$ cat src/rtl/exe_div_iter.sv
// exe_div_iter: iterative radix-2 restoring divider (DIV/DIVU/REM/REMU), WIDTH steps per op, macro DIV_EARLY_OUT_EN enables 1-cycle special cases; ports: clk_i, rstn_i, kill_i, valid_i/ready_o/signed_i/rem_i/dividend_i/divisor_i/tag_i in, valid_o/out_ready_i/result_o/tag_o out, busy_o
module exe_div_iter #(
  parameter int WIDTH = 64,
  parameter int TAG_W = 8
) (
  input  logic             clk_i,
  input  logic             rstn_i,
  input  logic             kill_i,
  input  logic             valid_i,
  output logic             ready_o,
  input  logic             signed_i,
  input  logic             rem_i,
  input  logic [WIDTH-1:0] dividend_i,
  input  logic [WIDTH-1:0] divisor_i,
  input  logic [TAG_W-1:0] tag_i,
  output logic             valid_o,
  input  logic             out_ready_i,
  output logic [WIDTH-1:0] result_o,
  output logic [TAG_W-1:0] tag_o,
  output logic             busy_o
);
  localparam int CW = $clog2(WIDTH) + 1;
  typedef enum logic [1:0] {IDLE, BUSY, DONE} state_t;
  state_t state;
  logic [CW-1:0] cnt;
  logic [WIDTH-1:0] quo, rem, dvs, a_mag, b_mag, res;
  logic [WIDTH:0] shifted, diff;
  logic neg_q, neg_r, rem_sel, a_neg, b_neg, dz, ge;
  logic [TAG_W-1:0] tag;
`ifdef DIV_EARLY_OUT_EN
  localparam logic [WIDTH-1:0] MIN = {1'b1, {(WIDTH-1){1'b0}}};
  logic ovf;
  assign ovf = signed_i && dividend_i == MIN && divisor_i == '1;
`endif
  assign a_neg = signed_i & dividend_i[WIDTH-1];
  assign b_neg = signed_i & divisor_i[WIDTH-1];
  assign a_mag = a_neg ? -dividend_i : dividend_i;
  assign b_mag = b_neg ? -divisor_i : divisor_i;
  assign dz = divisor_i == '0;
  assign shifted = {rem, quo[WIDTH-1]};
  assign diff = shifted - {1'b0, dvs};
  // a magnitude compare rather than the borrow bit keeps divide-by-zero exact (quotient all ones)
  assign ge = shifted >= {1'b0, dvs};
  assign ready_o = state == IDLE && !kill_i;
  assign valid_o = state == DONE;
  assign busy_o = state != IDLE;
  assign res = rem_sel ? (neg_r ? -rem : rem) : (neg_q ? -quo : quo);
  assign result_o = valid_o ? res : '0;
  assign tag_o = valid_o ? tag : '0;
  always_ff @(posedge clk_i or negedge rstn_i)
    if (!rstn_i) begin
      state <= IDLE;
      cnt <= '0;
      quo <= '0;
      rem <= '0;
      dvs <= '0;
      neg_q <= 1'b0;
      neg_r <= 1'b0;
      rem_sel <= 1'b0;
      tag <= '0;
    end else if (kill_i) begin
      state <= IDLE;
    end else begin
      case (state)
        IDLE: if (valid_i) begin
          cnt <= '0;
          dvs <= b_mag;
          // divide-by-zero quotient stays all ones regardless of operand signs
          neg_q <= (a_neg ^ b_neg) & ~dz;
          neg_r <= a_neg;
          rem_sel <= rem_i;
          tag <= tag_i;
`ifdef DIV_EARLY_OUT_EN
          if (dz || ovf || a_mag < b_mag) begin
            state <= DONE;
            quo <= dz ? '1 : ovf ? MIN : '0;
            rem <= ovf ? '0 : a_mag;
          end else begin
            state <= BUSY;
            quo <= a_mag;
            rem <= '0;
          end
`else
          state <= BUSY;
          quo <= a_mag;
          rem <= '0;
`endif
        end
        BUSY: begin
          cnt <= cnt + 1'b1;
          quo <= {quo[WIDTH-2:0], ge};
          rem <= ge ? diff[WIDTH-1:0] : shifted[WIDTH-1:0];
          if (cnt == CW'(WIDTH - 1)) state <= DONE;
        end
        DONE: if (out_ready_i) state <= IDLE;
        default: state <= IDLE;
      endcase
    end
endmodule

$ cat config.mk
export PLATFORM = sky130hd
export DESIGN_NAME = exe_div_iter
export DESIGN_NICKNAME = d
export VERILOG_FILES = /design/src/rtl/exe_div_iter.sv
export SDC_FILE = /design/constraint.sdc
export NUM_CORES = 1
export LEC_CHECK = 0
export ABC_CLOCK_PERIOD_IN_PS = 5100
export CAP_MARGIN = 30
export CORE_ASPECT_RATIO = 2
export CORE_MARGIN = 4
export CORE_UTILIZATION = 23
export CTS_BUF_LIST = sky130_fd_sc_hd__clkbuf_8 sky130_fd_sc_hd__clkbuf_16
export DETAILED_ROUTE_END_ITERATION = 16
export MAX_ROUTING_LAYER = met4
export PLACE_DENSITY = 0.4
export SLEW_MARGIN = 20
export SYNTH_ARGS = -nofsm -noshare
export SYNTH_HDL_FRONTEND = slang
export SYNTH_SLANG_ARGS = --single-unit
$ cat constraint.sdc
create_clock -name clk_i -period 5.1 [get_ports clk_i]
set_input_delay 1.02 -clock clk_i [delete_from_list [all_inputs] [get_ports clk_i]]
set_output_delay 1.02 -clock clk_i [all_outputs]
set_load 0.02 [all_outputs]
; Word-level counts from Yosys, hierarchy flattened
; Index checks and enable logic that the tools add are counted.
[classes]
add_sub_neg = 6
n_lt_le_gt_ge = 1
n_eq_ne = 7
n_mux = 19
n_bitwise = 6
reduce_logical = 9
[ops]
columns = op, count
row1 = two-way mux 64 bit, 9
row2 = negation 64 bit, 4
row3 = case mux 64 bit (2 select lines), 2
row4 = >= comparator 65 x 64 -> 1 bit, 1
row5 = logical NOT 64 bit, 1
row6 = subtractor 64 bit, 1
row7 = case mux 7 bit (2 select lines), 1
row8 = AND reduction 3 bit, 3
row9 = two-way mux 2 bit, 4
row10 = two-way mux 8 bit, 1
row11 = "adder 7 x 1 -> 7 bit, second input constant", 1
row12 = "equality test 7 x 6 -> 1 bit, second input constant", 1
row13 = two-way mux 7 bit, 1
row14 = "!= test 3 bit, second input constant", 2
row15 = case mux 2 bit (3 select lines), 1
row16 = nonzero test 2 bit, 2
row17 = bitwise AND 1 bit, 3
row18 = "!= test 3 x 2 -> 1 bit, second input constant", 1
row19 = "equality test 2 x 1 -> 1 bit, second input constant", 1
row20 = "equality test 2 bit, second input constant", 1
row21 = logical NOT 2 bit, 1
row22 = "!= test 2 bit, second input constant", 1
row23 = inverter 1 bit, 2
row24 = logical AND 1 bit, 1
row25 = other kinds (2), 2
[totals]
reg_bits = 212
word_cells = 57

; Longest topological paths before layout
; Gate-level depths: netlist (run 1).
[logic_depth]
ltp_word = 4
mapped_depth = 16
depth_no_buf = 14

; Worst setup path after synthesis (run 1)
; Ideal clock, no wire load.
[synth_timing]
path_kind = register to output
startpoint = reg rem[13]
endpoint = out result_o[54]
arrival_time_ns = 3.769
required_time_ns = 4.080
setup_slack_ns = 0.311
stages_incl_launch_ff = 11
path_buffers = 0
cell_sequence = dfrtp_1 > or4_4 > or4_4 > or3_4 > or4_4 > nor3_4 > nand3_2 > or2_4 > o31ai_1 > xor2_1 > a211oi_1
[synth_via]
elab_chain_len = 4
[synth_lines]
columns = element, line
row1 = "start, declared", 26  ; logic [WIDTH-1:0] quo, rem, dvs, a_mag, b_mag, res;
row2 = "start signal, assigned", 92  ; rem <= ge ? diff[WIDTH-1:0] : shifted[WIDTH-1:0];
row3 = negation 64 bit, 47  ; assign res = rem_sel ? (neg_r ? -rem : rem) : (neg_q ? -quo : quo);
row4 = two-way mux 64 bit (2 in a row), 47
row5 = two-way mux 64 bit, 48  ; assign result_o = valid_o ? res : '0;
row6 = "end, declared", 18  ; output logic [WIDTH-1:0] result_o,
; No other way between the ends.

; Worst setup path after layout (run 1)
[layout_timing]
startpoint = reg rem[10]
endpoint = out result_o[54]
; Same word-level chain as after synthesis.

==> run_results.csv, run 1 <==
group,metric,value,unit
yosys,synth_seq_cells,212,
setup_path,timing.reg2reg.setup_slack,490,ps
yosys,yosysUniqueCellTypes,77,
cts,clk_pin_slew_worst_paths,70,ps
placement,placement.cell_area,22900,um^2
setup_path,start_kind,"flip-flop",
cts,htreeDepth,1,
cts,cts_made_buffers,25,
finish,layout-drive-gt1-share,0.113,
floorplan,core,82400,um^2
floorplan,die_h,415,um
finish,finalNonFillerCells,3853,
timing,setup_violations,21,
yosys,seq_area_frac_synth,0.278,
timing,timing.slew.headroom,0.323,
detailed_routing,wl,77.4,mm
power,power.density,521,nW/um^2
yosys,synth_cells,2561,
floorplan,row_count,149,
global_route,antenna_found_initial,1,
timing,hold_violations,0,
global_route,grtUsageTotal,0.174,
detailed_routing,vias,19234,
setup_path,endpoint_kind,"primary output",
setup_path,r2r-start,"quo[63]$_DFFE_PN0P_",
cts,cts_tree,"done",
cts,cts_buffer_depth,3,
setup_path,worstSetupPathType,"flip-flop to primary output",
detailed_routing,drc_errors,0,
status,violations,"setup timing",
yosys,yosys_warnings,0,
timing,rsz0062_at_grt,"true",
yosys,synth_edf_count,0,
placement,place_ws,-107,ps
finish,ff_latch_area,5310,um^2
timing,finalCriticalPeriod,5400,ps
floorplan,die_w,212,um
finish,n_fill_cell,8988,
yosys,synth.net_count,2774,
power,ir_drop,0.347,mV
setup_path,crit_required,4080,ps
finish,nNetsFinal,2990,
global_route,grt_pass1_vias,19749,
floorplan,io-pin-count,218,
cts,ctsHoldBuffers,0,
placement,numPortBuffers,217,
detailed_routing,drt_first_pass_iters,5,
timing,skew,18.5,ps
detailed_routing,antenna_left,0,
timing,max_freq,185,MHz
setup_path,arrival,4380,ps
yosys,synth_area_per_cell,7.45,um^2
timing,post-route-period-util,1.06,
yosys,async_flop_share,1.00,
power,total_power,12.7,mW
timing,layout_setup_ws,-297,ps
power,intPower,6.39,mW
yosys,synth_area,19100,um^2
floorplan,start_util,0.232,
finish,area_delta_synth_final,27.7,%
detailed_routing,wire_per_inst,20.1,um
cts,cts.sinks,212,
placement,dp_cells,3794,
power,seqPwrFrac,0.222,
run,maxCapViolCount,0,
setup_path,critPathMaxFanout,5,
placement,dp_hpwl,61.6,mm
finish,final_cell_area,24400,um^2
detailed_routing,viasPerCell,4.99,
global_route,grt_pass1_wl,119,mm
cts,cts_root_buffer,"clkbuf_16",
power,switching_share,0.497,
floorplan,dieArea,87900,um^2
detailed_routing,drt_iter0_drc,1085,
power,clockPowerShare,0.162,
setup_path,reg2regPathDepth,14,
setup_path,r2r_end,"rem[62]$_DFFE_PN0P_",
hold_path,hold_path.class,"input port to asynchronous set/reset pin",
global_route,grt_overflow,0,
power,p_switching,6.30,mW
status,outcome,"finished, violations left",
finish,postLayoutCoreUtil,0.296,
power,cellLeakagePower,9.91,nW
global_route,grt_start_max_net_pins,169,
timing,tightestPinTransition,1010,ps
finish,multi_input_area,13300,um^2
yosys,ys.flop_type,"dfrtp_1",
setup_path,startpoint,"rem[10]$_DFFE_PN0P_",
timing,slew_viol_final,0,
placement,gp_congestion,0.892,
cts,clk-insertion-delay-late,560,ps
power,power_frac_comb,0.616,
==> through the flow <==
stage | TNS, ps | hold slack [ps]
floorplan | 0 | 437
global placement | -356 | 450
detailed placement | -297 | 454
CTS | -4560 | 472
global route | -8340 | 496
finish | -3580 | 448
==> placed cells by master, fill, tap and decap left out, drive strengths merged, types with 6 or more instances in the layout <==
cell and instances:
and2 18, xnor2 125, o21ai 323, o31ai 57, a211oi 37, o22ai 25, a21oi 220, xor2 167
a31o 6, o41ai 39, o21a 13, nor2b 15, a21o 19, nor4 23, dfrtp 212, nand2b 25
or3 47, a31oi 14, a22oi 17, clkbuf 34, clkdlybuf4s50 167, nand2 325, mux2i 21, nor2 218
or4 28, o21bai 21, and3 13, or2 7, nand4 34, inv 107, nor3 54, ha 69
nor4b 6, a32oi 6, buf 168, nand3 36, o211ai 11
==> critical path, stage by stage, from the launching register on <==
cell and delay, ps:
dfrtp_1 380, or4_4 540, or4_4 440, or3_4 340, or4_4 530, nor3_4 180
buf_6 150, nand3_4 80, buf_6 190, or2_4 270, o31ai_4 190, xor2_1 110
a211oi_2 220, buf_4 180
==> power groups by stage <==
stage	registers, mW	logic, mW	clock network, mW
after floorplan	2.58	5.05	0
after CTS	2.81	7.69	2.14
final	2.82	7.82	2.05
after global routing	2.90	8.60	2.18
after detailed placement	2.82	7.40	0
after global placement	2.80	7.39	0
==> state kept, by name (all words and copies together) (netlist names) <==
register  count
tag           8
quo          64
rem_sel       1
state         2
neg_q         1
neg_r         1
rem          64
cnt           7
dvs          64
==> how the worst max path moves through the flow <==
stage,end,cells past startpoint
4_1_cts,result_o[54],13
6_report,result_o[54],13
2_1_floorplan,result_o[54],10
3_3_place_gp,result_o[40],13
3_5_place_dp,result_o[40],13
5_1_grt,result_o[54],13
==> what timing repair did <==
action                     in CTS  in global routing
gates resized for setup       142                 59
setup endpoints to repair      48                 43
buffers inserted                7                  7
pin swaps                      26                 25
==> cell type report <==
type                    instances  share of cell area
clock inverters                17             0.00960
clock buffers                  28              0.0274
repair buffers                350               0.130
inverters                     100              0.0154
well taps                    1057              0.0543
multi-input cells            2088               0.545
flip-flops and latches        212               0.218
diodes                          1            0.000103
==> routing by layer <==
layer	track usage	vias up	wire [um]
li1	-	9548	-
met1	0.204	9069	32200
met2	0.305	485	39100
met3	0.0131	132	2560
met4	0.0717	0	3520
met5	-	-	0
==> cells by family (layout without fill, tap and decap cells) <==
| kind of cell | after synthesis | after routing | synth area share |
|---|---|---|---|
| muxes | 26 | 26 | 0.0140 |
| adders and majority gates | 70 | 70 | 0.0463 |
| AOI/OAI and AO/OA | 836 | 836 | 0.263 |
| DFF | 212 | 212 | 0.278 |
| buffers and inverters | 261 | 495 | 0.0519 |
| and+or+nand+nor | 864 | 864 | 0.213 |
| xor gates and xnor gates | 292 | 292 | 0.134 |
| other | 0 | 1 | 0 |
==> cell usage after synthesis, drive strengths merged, types with 4 or more instances <==
library cell	count	share of area
a21o	19	0.0075
o211ai	11	0.0043
nand4	34	0.011
buf	17	0.0039
or2	7	0.0024
nand2	325	0.064
a32oi	6	0.0028
xnor2	125	0.057
nor3	54	0.015
o41ai	39	0.020
or3	47	0.016
o21a	13	0.0051
mux2i	21	0.011
and3	13	0.0043
o21ai	323	0.085
mux2	5	0.0030
ha	69	0.045
nor4	23	0.0079
o31a	4	0.0018
clkbuf	144	0.028
a31o	6	0.0028
a22oi	17	0.0067
a31oi	14	0.0046
nor2	218	0.043
nor4b	6	0.0031
inv	100	0.020
o22ai	25	0.0082
or4	28	0.012
nand3	36	0.0097
o31ai	57	0.022
a211oi	37	0.015
and2	18	0.0059
a21oi	220	0.058
xor2	167	0.077
dfrtp	212	0.28
nor2b	15	0.0049
nand2b	25	0.0082
o21bai	21	0.0083
Power figures use the tool's default switching activity.
==> inputs of run 2 (changes only) <==
--- a/config.mk
+++ b/config.mk
@@ -5,7 +5,7 @@
 export SDC_FILE = /design/constraint.sdc
 export NUM_CORES = 1
 export LEC_CHECK = 0
-export ABC_CLOCK_PERIOD_IN_PS = 5100
+export ABC_CLOCK_PERIOD_IN_PS = 5300
 export CAP_MARGIN = 30
 export CORE_ASPECT_RATIO = 2
 export CORE_MARGIN = 4
==> constraint.sdc (replaced) <==
create_clock -name clk_i -period 5.3 [get_ports clk_i]
set_input_delay 1.06 -clock clk_i [delete_from_list [all_inputs] [get_ports clk_i]]
set_output_delay 1.06 -clock clk_i [all_outputs]
set_load 0.02 [all_outputs]
==> run_results.csv, run 2 (synthesis gave the netlist of run 1 again) <==
group,metric,value,unit
status,outcome,"finished, violations left",
status,violations,"setup timing",
hold_path,hold_path.class,"flip-flop to flip-flop",
finish,finalNonFillerCells,3834,
power,p_switching,5.96,mW
power,intPower,5.90,mW
global_route,grt_overflow,0,
detailed_routing,drt_iter0_drc,1211,
power,total_power,11.9,mW
cts,cts_made_buffers,24,
floorplan,row_count,149,
timing,hold_ws,471,ps
finish,antenna_cells,0,
power,ir_drop,0.363,mV
timing,hold_violations,0,
power,power_frac_comb,0.622,
global_route,grtUsageTotal,0.175,
finish,nNetsFinal,2972,
finish,area_delta_synth_final,26.2,%
placement,numPortBuffers,217,
placement,dp_hpwl,61.4,mm
timing,rsz0062_at_grt,"true",
setup_path,worstSetupPathType,"flip-flop to primary output",
floorplan,io-pin-count,218,
detailed_routing,viasPerCell,4.98,
power,cellLeakagePower,9.78,nW
timing,timing.slew.headroom,0.352,
setup_path,endpoint_kind,"primary output",
timing,max_freq,184,MHz
global_route,grt_start_max_net_pins,169,
cts,cts.sinks,212,
floorplan,dieArea,87900,um^2
detailed_routing,wl,77.5,mm
finish,layout-drive-gt1-share,0.0979,
timing,tightestPinTransition,973,ps
global_route,grt_pass1_wl,119,mm
setup_path,crit_required,4240,ps
finish,final_common_cell,"nand2_1",
floorplan,die_w,212,um
run,maxCapViolCount,0,
finish,postLayoutCoreUtil,0.292,
cts,cts_buffer_depth,3,
detailed_routing,antenna_left,0,
cts,clk-insertion-delay-late,580,ps
detailed_routing,drt_first_pass_iters,6,
placement,dp_cells,3775,
finish,reg_top3,"dvs: 64 flops, quo: 64 flops, rem: 64 flops",
power,clockPowerShare,0.145,
power,switching_share,0.503,
detailed_routing,wire_per_inst,20.2,um
power,seqPwrFrac,0.233,
placement,gp_congestion,0.874,
cts,cts_root_buffer,"clkbuf_16",
cts,cts_tree,"done",
global_route,grt_pass1_vias,19404,
cts,clk_pin_slew_worst_paths,60,ps
floorplan,die_h,415,um
setup_path,start_kind,"flip-flop",
setup_path,critPathMaxFanout,6,
timing,setup_violations,6,
placement,place_ws,137,ps
floorplan,core,82400,um^2
finish,layout_common_cells,"nand2_1 (323), o21ai_0 (314), a21oi_1 (219)",
power,power.density,492,nW/um^2
detailed_routing,vias,19086,
cts,ctsHoldBuffers,0,
setup_path,arrival,4360,ps
floorplan,start_util,0.232,
timing,layout_setup_ws,-125,ps
timing,slew_viol_final,0,
cts,htreeDepth,1,
timing,finalCriticalPeriod,5420,ps
detailed_routing,drc_errors,0,
timing,skew,28.0,ps
timing,post-route-period-util,1.02,
global_route,antenna_found_initial,0,
run 2: changes by cell type in the layout (fill, tap and decap cells not counted), sizes merged, moves of 2 or more:
cell           before  now
clkdlybuf4s15       1    3
dlygate4sd2         5    8
clkdlybuf4s50     167  172
clkinv              3    7
inv               107  102
bufinv              5    0
clkbuf             34   31
buf               168  144
clkinvlp            2    5
run 2: routing by layer:
layer / track usage / wire length (um) / up-vias
li1: - / - / 9520
met1: 0.209 / 32500 / 9042
met2: 0.307 / 39300 / 423
met3: 0.0134 / 2650 / 101
met4: 0.0604 / 3050 / 0
met5: - / 0 / -
run 2: repair_timing:
| action | in CTS | in global routing |
|---|---|---|
| pin swaps | 14 | 21 |
| gates cloned | 0 | 0 |
| setup buffers | 9 | 6 |
| gates resized for setup | 103 | 47 |
| endpoints found under the hold margin | 0 | 0 |
| endpoints found under the setup margin | 39 | 37 |
run 2: area by class of cell:
cell class | instances | area, um^2
Fill cell | 8987 | 58300
Multi-Input combinational cell | 2088 | 13200
Sequential cell | 212 | 5310
Timing Repair Buffer | 333 | 3120
Tap cell | 1057 | 1320
Clock buffer | 30 | 694
Inverter | 100 | 375
Clock inverter | 14 | 83.8
run 2: path summary, 6_finish.rpt:
kind | startpoint | to | slack, ps | cells after the start
worst min register to register | tag[7]$_DFFE_PN0P_ | tag[7]$_DFFE_PN0P_ | 470 | 2
worst min-delay path | tag[7]$_DFFE_PN0P_ | tag[7]$_DFFE_PN0P_ | 470 | 2
worst max register to register | quo[63]$_DFFE_PN0P_ | rem[62]$_DFFE_PN0P_ | 670 | 14
worst max-delay path | rem[10]$_DFFE_PN0P_ | result_o[62] | -120 | 13
min in group asynchronous | rstn_i | tag[2]$_DFFE_PN0P_ | 540 | 1
max in group asynchronous | rstn_i | quo[6]$_DFFE_PN0P_ | 3710 | 2
run 2: through the flow:
stage               instance area (um^2)  TNS [ps]
global placement                   22800         0
CTS                                23800     -1220
global route                       24100     -1840
floorplan                          19100         0
detailed placement                 22800         0
finish                             24100      -317
run 2: power groups by stage:
stage	clock network, mW	registers [mW]	logic, mW
final	1.72	2.77	7.37
after global routing	1.83	2.85	8.13
after CTS	1.80	2.75	7.26
after detailed placement	0	2.76	7.06
after global placement	0	2.75	7.07
after floorplan	0	2.48	4.86
run 2: critical path, stage by stage (launching register included):
cell and delay, ps:
dfrtp_1 380, or4_4 540, or4_4 430, or3_4 350, or4_4 510, nor3_4 170, buf_12 140, nand3_4 80
buf_6 160, or2_4 280, o41ai_4 310, xor2_1 190, o22ai_1 90, buf_4 180
==> inputs of run 3 (changes only) <==
--- a/config.mk
+++ b/config.mk
@@ -8,10 +8,10 @@
 export ABC_CLOCK_PERIOD_IN_PS = 5300
 export CAP_MARGIN = 30
 export CORE_ASPECT_RATIO = 2
-export CORE_MARGIN = 4
 export CORE_UTILIZATION = 23
 export CTS_BUF_LIST = sky130_fd_sc_hd__clkbuf_8 sky130_fd_sc_hd__clkbuf_16
 export DETAILED_ROUTE_END_ITERATION = 16
+export HOLD_SLACK_MARGIN = 0.03
 export MAX_ROUTING_LAYER = met4
 export PLACE_DENSITY = 0.4
 export SLEW_MARGIN = 20
==> run_results.csv, run 3 (synthesis gave the netlist of run 1 again) <==
group,metric,value,unit
status,outcome,"finished, violations left",
status,violations,"setup timing",
placement,dp_hpwl,60.4,mm
timing,max_freq,188,MHz
floorplan,row_count,149,
setup_path,crit_cells,13,
cts,ctsHoldBuffers,0,
setup_path,path_delay_family,"simple AND/OR/NAND/NOR gates",
hold_path,worstHoldStart,"tag[4]$_DFFE_PN0P_",
setup_path,r2r_end,"rem[62]$_DFFE_PN0P_",
setup_path,crit_buf_inv,3,
floorplan,io-pin-count,218,
timing,setup_violations,3,
timing,hold_violations,0,
timing,post-route-period-util,1.00,
placement,place_ws,60.1,ps
setup_path,arrival,4270,ps
detailed_routing,wire_per_inst,19.8,um
setup_path,timing.reg2reg.setup_slack,780,ps
timing,layout_setup_ws,-26.3,ps
setup_path,endpoint_kind,"primary output",
floorplan,start_util,0.232,
finish,area_delta_synth_final,25.1,%
finish,final_common_cell,"nand2_1",
finish,layout-drive-gt1-share,0.0856,
timing,rsz0062_at_grt,"true",
setup_path,slowest_stage,"or4_4",
setup_path,critical_path.max_stage_delay,550,ps
cts,cts_root_buffer,"clkbuf_16",
global_route,grt_pass1_wl,116,mm
setup_path,critPathMaxFanout,4,
cts,cts_made_buffers,23,
detailed_routing,wl,75.6,mm
floorplan,die_h,409,um
finish,reg_top3,"dvs: 64 flops, quo: 64 flops, rem: 64 flops",
placement,placement.cell_area,22700,um^2
detailed_routing,antenna_left,0,
power,ir_drop,0.368,mV
cts,clk-insertion-delay-late,550,ps
detailed_routing,viasPerCell,5.01,
global_route,grtUsageTotal,0.183,
detailed_routing,vias,19121,
detailed_routing,drt_first_pass_iters,5,
setup_path,worstSetupPathType,"flip-flop to primary output",
timing,timing.slew.headroom,0.317,
cts,cts_buffer_depth,3,
timing,slew_viol_final,0,
finish,antenna_cells,0,
cts,clk_pin_slew_worst_paths,70,ps
power,power.density,495,nW/um^2
finish,layout_common_cells,"nand2_1 (323), o21ai_0 (316), a21oi_1 (219)",
global_route,grt_start_max_net_pins,169,
detailed_routing,drt_iter0_drc,1200,
placement,gp_congestion,0.896,
hold_path,hold_path.class,"flip-flop to flip-flop",
floorplan,die_w,206,um
setup_path,crit_chain,"or4_4 -> or4_4 -> or3_4 -> or4_4 -> nor3_4 -> buf_12 -> nand3_4 -> buf_6 -> or2_4 -> o41ai_4 -> xor2_1 -> o22ai_1 -> buf_4",
finish,n_fill_cell,8843,
placement,numPortBuffers,217,
cts,cts.sinks,212,
finish,final_cell_area,23900,um^2
cts,htreeDepth,1,
setup_path,r2r-start,"quo[63]$_DFFE_PN0P_",
timing,skew,10.1,ps
setup_path,crit_required,4240,ps
timing,tightestPinTransition,1010,ps
setup_path,startpoint,"rem[10]$_DFFE_PN0P_",
finish,nNetsFinal,2954,
setup_path,crit_path_end,"result_o[62]",
global_route,grt_pass1_vias,19345,
global_route,antenna_found_initial,0,
power,cellLeakagePower,9.68,nW
timing,finalCriticalPeriod,5330,ps
setup_path,start_kind,"flip-flop",
setup_path,reg2regPathDepth,14,
floorplan,core,82200,um^2
floorplan,dieArea,84200,um^2
global_route,grt_overflow,0,
run,maxCapViolCount,0,
detailed_routing,drc_errors,0,
setup_path,cpMostUsedCell,"or4_4",
cts,cts_tree,"done",
==> run 3: cell types whose count changed in the layout (fill, tap and decap cells not counted), moves of 5 or more <==
| cell | delta |
|---|---|
| buf_4 | -9 |
| buf_6 | -9 |
| buf_2 | -6 |
| bufinv_16 | +5 |
==> run 3: worst min path at each step <==
stage,endpoint,cells past startpoint
after floorplan,tag[0]$_DFFE_PN0P_,2
after global placement,tag[6]$_DFFE_PN0P_,2
after detailed placement,tag[4]$_DFFE_PN0P_,2
after CTS,tag[4]$_DFFE_PN0P_,2
after global routing,tag[2]$_DFFE_PN0P_,2
final,tag[4]$_DFFE_PN0P_,2
==> run 3: metrics by stage <==
step / power [mW] / setup TNS, ps / instances / utilization / hold slack (ps)
6_report: 11.8 / -63.0 / 3814 / 0.290 / 472
5_1_grt: 12.8 / -1020 / 3814 / 0.290 / 494
4_1_cts: 11.8 / -910 / 3809 / 0.288 / 476
3_5_place_dp: 9.76 / 0 / 3765 / 0.276 / 458
3_3_place_gp: 9.75 / -17.5 / 3764 / 0.276 / 452
2_1_floorplan: 7.34 / 0 / 2561 / - / 437
==> run 3: cell type report <==
class | instances | area [um^2] | share of cell area
clock buffers | 24 | 589 | 0.0247
clock inverters | 17 | 224 | 0.00938
inverters | 100 | 375 | 0.0157
multi-input cells | 2088 | 13100 | 0.548
flip-flops and latches | 212 | 5310 | 0.222
well taps | 1057 | 1320 | 0.0554
repair buffers | 316 | 2960 | 0.124
==> run 3: timing repair <==
| action | in CTS | in global routing |
|---|---|---|
| pin swaps | 16 | 15 |
| endpoints found under the setup margin | 37 | 34 |
| gates resized for setup | 57 | 32 |
| buffers inserted | 3 | 3 |
==> run 3: where the power goes <==
group	internal [mW]	total (mW)	switching, mW
Sequential	2.04	2.74	0.698
Clock	1.05	1.83	0.773
Combinational	2.85	7.26	4.41
==> run 3: per-layer routing <==
layer  part of all wire  routed length, um  track usage
met1               0.42              31700        0.214
met2               0.50              38100        0.318
met3              0.032               2450       0.0124
met4              0.045               3390       0.0796
met5                  0                  0            -
==> run 3: worst reg2reg max path: cells and delay by family, from the launching register on <==
family                   cells  cell delay, ps
adder cells (fa/ha/maj)      2             630
multiplexers                 1             150
buffers and inverters        2             310
flip-flops                   1             420
AND/OR/NAND/NOR              2             650
AO/OA/AOI/OAI                7            2250
